==> src/rtl/gemac_pkg.sv <==
// rtl/gemac_pkg.sv - shared GEMAC TX types and constants (header layout follows TX_VLAN_TAG_EN)
package gemac_pkg;

    typedef enum logic [1:0] {
        IDLE    = 2'd0,
        HDR     = 2'd1,
        PAYLOAD = 2'd2,
        DRAIN   = 2'd3
    } state_t;

    localparam int HDR_LEN_UNTAGGED = 14;
    localparam int HDR_LEN_TAGGED   = 18;
    localparam logic [15:0] VLAN_TPID = 16'h8100;

endpackage

==> src/rtl/hdr_byte_mux.sv <==
// rtl/hdr_byte_mux.sv - selects header byte cnt from latched fields; TX_VLAN_TAG_EN inserts an 802.1Q tag
module hdr_byte_mux
    import gemac_pkg::*;
#(
    parameter int CNT_W = 5
) (
    input  logic [CNT_W-1:0] cnt,
    input  logic [47:0]      dst_addr,
    input  logic [47:0]      src_addr,
    input  logic [15:0]      ethertype,
`ifdef TX_VLAN_TAG_EN
    input  logic [15:0]      vlan_tci,
`endif
    output logic [7:0]       hdr_byte
);

`ifdef TX_VLAN_TAG_EN
    localparam int NB = HDR_LEN_TAGGED;
    logic [NB*8-1:0] hdr_vec;
    assign hdr_vec = {dst_addr, src_addr, VLAN_TPID, vlan_tci, ethertype};
`else
    localparam int NB = HDR_LEN_UNTAGGED;
    logic [NB*8-1:0] hdr_vec;
    assign hdr_vec = {dst_addr, src_addr, ethertype};
`endif

    // Byte 0 is the most significant byte of the packed header.
    always_comb begin
        hdr_byte = 8'h00;
        for (int i = 0; i < NB; i++) begin
            if (cnt == CNT_W'(i)) begin
                hdr_byte = hdr_vec[(NB-1-i)*8 +: 8];
            end
        end
    end

endmodule

==> src/rtl/tx_header_insert.sv <==
// rtl/tx_header_insert.sv - prepends the Ethernet header to the TX payload stream (option: TX_VLAN_TAG_EN)
module tx_header_insert
    import gemac_pkg::*;
#(
    parameter int HDR_BASE = 14,
    parameter int CNT_W    = 5
) (
    input  logic        clk,
    input  logic        reset,
    input  logic [47:0] dst_addr,
    input  logic [47:0] src_addr,
    input  logic [15:0] ethertype,
    input  logic [15:0] vlan_tci,
    input  logic [7:0]  in_data,
    input  logic        in_valid,
    input  logic        in_last,
    output logic        in_ready,
    output logic [7:0]  out_data,
    output logic        out_valid,
    output logic        out_last,
    input  logic        out_ready,
    output logic        busy,
    output logic        frame_done
);

`ifdef TX_VLAN_TAG_EN
    localparam int HDR_LEN = HDR_BASE + 4;
`else
    localparam int HDR_LEN = HDR_BASE;
`endif

    state_t           state;
    logic [CNT_W-1:0] cnt;
    logic [47:0]      dst_q;
    logic [47:0]      src_q;
    logic [15:0]      type_q;
    logic [7:0]       hdr_byte;
    logic             load;
    logic             out_accept;

    assign load       = ~out_valid | out_ready;
    assign out_accept = out_valid & out_ready;
    // Backpressure passes straight through; there is no skid buffer.
    assign in_ready   = (state == PAYLOAD) & load;

`ifdef TX_VLAN_TAG_EN
    logic [15:0] tci_q;

    hdr_byte_mux #(.CNT_W(CNT_W)) u_mux (
        .cnt       (cnt),
        .dst_addr  (dst_q),
        .src_addr  (src_q),
        .ethertype (type_q),
        .vlan_tci  (tci_q),
        .hdr_byte  (hdr_byte)
    );

    always_ff @(posedge clk or posedge reset) begin
        if (reset) begin
            tci_q <= '0;
        end else if (state == IDLE && in_valid) begin
            tci_q <= vlan_tci;
        end
    end
`else
    logic unused_vlan_tci;
    assign unused_vlan_tci = ^vlan_tci;

    hdr_byte_mux #(.CNT_W(CNT_W)) u_mux (
        .cnt       (cnt),
        .dst_addr  (dst_q),
        .src_addr  (src_q),
        .ethertype (type_q),
        .hdr_byte  (hdr_byte)
    );
`endif

    always_ff @(posedge clk or posedge reset) begin
        if (reset) begin
            state      <= IDLE;
            cnt        <= '0;
            dst_q      <= '0;
            src_q      <= '0;
            type_q     <= '0;
            out_data   <= '0;
            out_valid  <= 1'b0;
            out_last   <= 1'b0;
            busy       <= 1'b0;
            frame_done <= 1'b0;
        end else begin
            frame_done <= 1'b0;
            // An accepted byte empties the output register unless reloaded below.
            if (out_accept) begin
                out_valid <= 1'b0;
                out_last  <= 1'b0;
            end
            case (state)
                IDLE: begin
                    if (in_valid) begin
                        dst_q  <= dst_addr;
                        src_q  <= src_addr;
                        type_q <= ethertype;
                        busy   <= 1'b1;
                        cnt    <= '0;
                        state  <= HDR;
                    end
                end
                HDR: begin
                    if (load) begin
                        out_data  <= hdr_byte;
                        out_valid <= 1'b1;
                        out_last  <= 1'b0;
                        cnt       <= cnt + 1'b1;
                        if (cnt == CNT_W'(HDR_LEN - 1)) begin
                            state <= PAYLOAD;
                        end
                    end
                end
                PAYLOAD: begin
                    if (in_valid && in_ready) begin
                        out_data  <= in_data;
                        out_valid <= 1'b1;
                        out_last  <= in_last;
                        if (in_last) begin
                            state <= DRAIN;
                        end
                    end
                end
                DRAIN: begin
                    if (out_accept && out_last) begin
                        busy       <= 1'b0;
                        frame_done <= 1'b1;
                        state      <= IDLE;
                    end
                end
                default: state <= IDLE;
            endcase
        end
    end

endmodule

==> config.mk <==
export PLATFORM = sky130hd
export DESIGN_NAME = tx_header_insert
export DESIGN_NICKNAME = d
export VERILOG_FILES = /design/src/rtl/gemac_pkg.sv /design/src/rtl/hdr_byte_mux.sv /design/src/rtl/tx_header_insert.sv
export SDC_FILE = /design/constraint.sdc
export NUM_CORES = 1
export LEC_CHECK = 0
export ABC_AREA = 0
export BUFFER_PORTS_ARGS = -buffer_cell sky130_fd_sc_hd__buf_2
export CAP_MARGIN = 10
export CORE_ASPECT_RATIO = 1.4
export CORE_MARGIN = 2
export CORE_UTILIZATION = 45
export CTS_CLUSTER_SIZE = 24
export DETAILED_ROUTE_END_ITERATION = 7
export GPL_ROUTABILITY_DRIVEN = 0
export GPL_TIMING_DRIVEN = 0
export HOLD_SLACK_MARGIN = 0.05
export PLACE_DENSITY_LB_ADDON = 0.08
export SLEW_MARGIN = 20
export SYNTH_ARGS = -nofsm -noshare
export SYNTH_HDL_FRONTEND = slang
export SYNTH_SLANG_ARGS = --single-unit
==> constraint.sdc <==
create_clock -name clk -period 9.5 [get_ports clk]
set_clock_uncertainty 0.05 [all_clocks]
set_input_delay 0.95 -clock clk [delete_from_list [all_inputs] [get_ports clk]]
set_output_delay 0.95 -clock clk [all_outputs]
set_load 0.005 [all_outputs]
==> reports/results.ini <==
[status]
status = finished, final reports clean

[synth]
ys_ff_latch = 131
yosysTopAreaCellShare_pct = 47.60
synth_ff_type = dfrtp_1
synth_cell_types = 69
synth_top_area_cell = dfrtp_1
syn-cell-area_um2 = 6887
netlist_instances = 605
syn_area_per_cell_um2 = 11.38
synth_area_leaders = dfrtp_1 (48%), mux2_2 (19%), a21oi_1 (3.0%), nand2_1 (1.9%), o21ai_0 (1.8%)
synth_edf_count = 0
synthArstFlopShare_pct = 100.0
seq_area_frac_synth_pct = 47.60
syn_nets = 754
yosysWarnings = 0

[power]
leakagePower_nw = 3.767
p_total_mw = 2.781
p_per_area_nw_per_um2 = 331.1
peakVddDrop_mv = 0.1352

[final_layout]
n_fill_cell = 1408
nNetsFinal = 910
layout-drive-gt1-share_pct = 42.76
area.growth.synth_to_final_pct = 21.98
diodes = 0

[critical_path]
cp_max_fo = 6
start_kind = primary input
critPathRequiredTime_ns = 8.50
endpoint_kind = output pin
regToRegSetupSlack_ns = 6.91
arrival_ns = 1.70
r2r-end = out_data[5]
crit_type = primary input to output pin
worstReg2RegStart = cnt[0]
reg2regPathDepth = 9

[routing]
vias = 5499
drtPass1Iterations = 5
wl_per_cell_um = 20.48
wl_met1_um = 7416
drc = 0
routed_via_density = 5.693
detail-route-antenna-nets = 0
top_layer = met4
wirelength_um = 19790
met3_length_um = 1102
met2WireLength_um = 10590
drt_iter0_drc = 325

[sta]
setup-tns-final_ns = 0
finalMaxSlewViolations = 0
final-setup-viol-count = 0
relSlewSlack_pct = 57.25
fin_crit_sh_pct = 28.39
min_period_ns = 2.697
clock.fmax_mhz = 370.8
tightest_slew_ns = 0.6413
hold_viol = 0
rsz0062_at_grt = false

[die]
die_w_um = 108.6
core_um2 = 14990
io_pins = 154
die-area_um2 = 16320
die_h_um = 150.4
rows = 53
start_util_pct = 45.95

[clocking]
cts_made_buffers = 17
cts.clk_slew.worst_paths_ns = 0.06
cts_root_buffer = clkbuf_16
post_cts_buffers = 0
clkLatencyLatePin_ns = 0.41
htree_levels = 4
cts.path.max_buffers = 2
postCtsHoldBufs = 0
cts_tree = built
ctsResizeCount = 0
clkSinkCount = 131

[hold_path]
hp-class = flop to flop
hold_depth = 2
hold_end = out_data[0]
min-delay-start = out_data[0]

[global_routing]
grt_max_degree = 85
gr-total-overflow = 0
antenna_found_initial = 0
grt_pass1_vias = 5729
grt_pass1_wl_um = 30570
grt_usage_pct = 25.30

[place]
dp_hpwl_um = 15170
placement.io_buffers = 136

[run]
max_cap_violations = 0

## worst max-delay path, cell delays in order
cell and delay [ns]:
buf_2 0.12, nor2b_1 0.40, nor2_1 0.08, buf_2 0.14
## kinds of logic (layout without fill, tap and decap cells)
kind of cell | count (synthesis) | after routing | synth area share [%]
AO/OA/AOI/OAI | 148 | 148 | 14.52
AND/OR/NAND/NOR | 138 | 138 | 12.36
flip-flops | 131 | 131 | 47.60
buffers and inverters | 59 | 228 | 4.433
XOR/XNOR | 2 | 2 | 0.2544
multiplexers | 119 | 119 | 19.39
adder cells (fa/ha/maj) | 8 | 8 | 1.454
## cells in the final DEF, fill, tap and decap left out, types with 3 or more instances in the layout
cell type	count
buf_2	155
dfrtp_1	131
mux2_2	115
a21oi_1	41
nand2_1	35
o21ai_0	25
nor2_1	24
clkbuf_16	17
inv_1	14
nand2b_1	13
clkbuf_1	12
nand3b_1	12
o22ai_1	10
a211oi_1	8
nor3b_1	8
ha_1	8
buf_6	7
a31oi_1	7
nor2b_1	7
o211ai_1	7
o221ai_1	6
nand3_1	6
a21o_1	5
buf_1	5
a22o_1	5
nand4bb_1	4
a221o_1	4
mux2i_1	4
nor3_1	4
clkbuf_8	4
a21oi_2	3
or4_1	3
clkinv_2	3
inv_6	3
## where the power goes
part	switching, mW	internal (mW)
Sequential	0.197	0.837
Clock	0.245	0.363
Combinational	0.579	0.560
## cell type report
cell class	count	area, µm²	area share [%]
Clock inverter	10	73.82	0.8788
Tap cell	192	240.2	2.860
Timing Repair Buffer	137	708.2	8.430
Clock buffer	22	484.2	5.764
Sequential cell	131	3278	39.02
Buffer	44	249.0	2.964
Inverter	15	63.81	0.7596
Multi-Input combinational cell	415	3303	39.32
## sequential cells by signal (all words and copies together), names as in the netlist
name,flops
frame_done,1
out_last,1
out_valid,1
busy,1
dst_q,48
out_data,8
src_q,48
type_q,16
cnt,5
state,2
## worst max-delay path by stage
stage | to | start | slack [ns] | cells after the start
final | in_ready | out_ready | 6.80 | 4
after global routing | in_ready | state[0] | 6.72 | 5
after CTS | in_ready | out_ready | 6.83 | 4
after detailed placement | src_q[3] | in_valid | 6.66 | 5
after global placement | src_q[42] | reset | 3.61 | 2
after floorplan | busy | reset | 5.00 | 1
## per-layer routing
metal	vias to the layer above	global-route usage (%)
li1	2555	-
met4	0	11.28
met3	37	5.281
met5	-	0
met2	206	45.25
met1	2701	28.68
## synthesized netlist by cell type (2+ instances only)
cell type,count
nand4_1,2
nand3_1,6
nor3_1,4
a21o_1,5
o21ai_0,25
a32oi_1,2
dfrtp_1,131
buf_1,5
nor4bb_1,2
a22o_1,5
a2111oi_2,2
and2_4,2
nor3b_1,8
nand4bb_1,4
mux2i_1,4
nand2_1,35
o21bai_1,2
mux2_2,115
o211ai_1,7
xor2_1,2
or4_1,3
ha_1,8
a211oi_1,8
a311oi_1,2
buf_2,19
o22ai_1,10
a21oi_2,3
a31oi_1,7
and2_1,2
o221a_2,2
nand3b_1,12
buf_6,7
a2bb2oi_1,2
nor2b_1,7
a221oi_1,2
buf_4,2
a41oi_1,2
nand2b_1,13
a21oi_1,41
nor2_1,24
clkbuf_1,11
inv_1,15
o221ai_1,6
a221o_1,4
## per-stage QoR
stage	instances	area, µm²	utilization, %	hold WS [ns]	worst slack [ns]
2_1_floorplan	605	6887	-	0.4201	5.002
3_3_place_gp	933	7807	52.10	0.4240	3.606
3_5_place_dp	934	7843	52.33	0.4301	6.661
4_1_cts	966	8401	56.05	0.4449	6.832
5_1_grt	966	8401	56.05	0.4741	6.723
6_report	966	8401	56.05	0.4421	6.803
No activity file was read; power rests on OpenSTA's default activity.
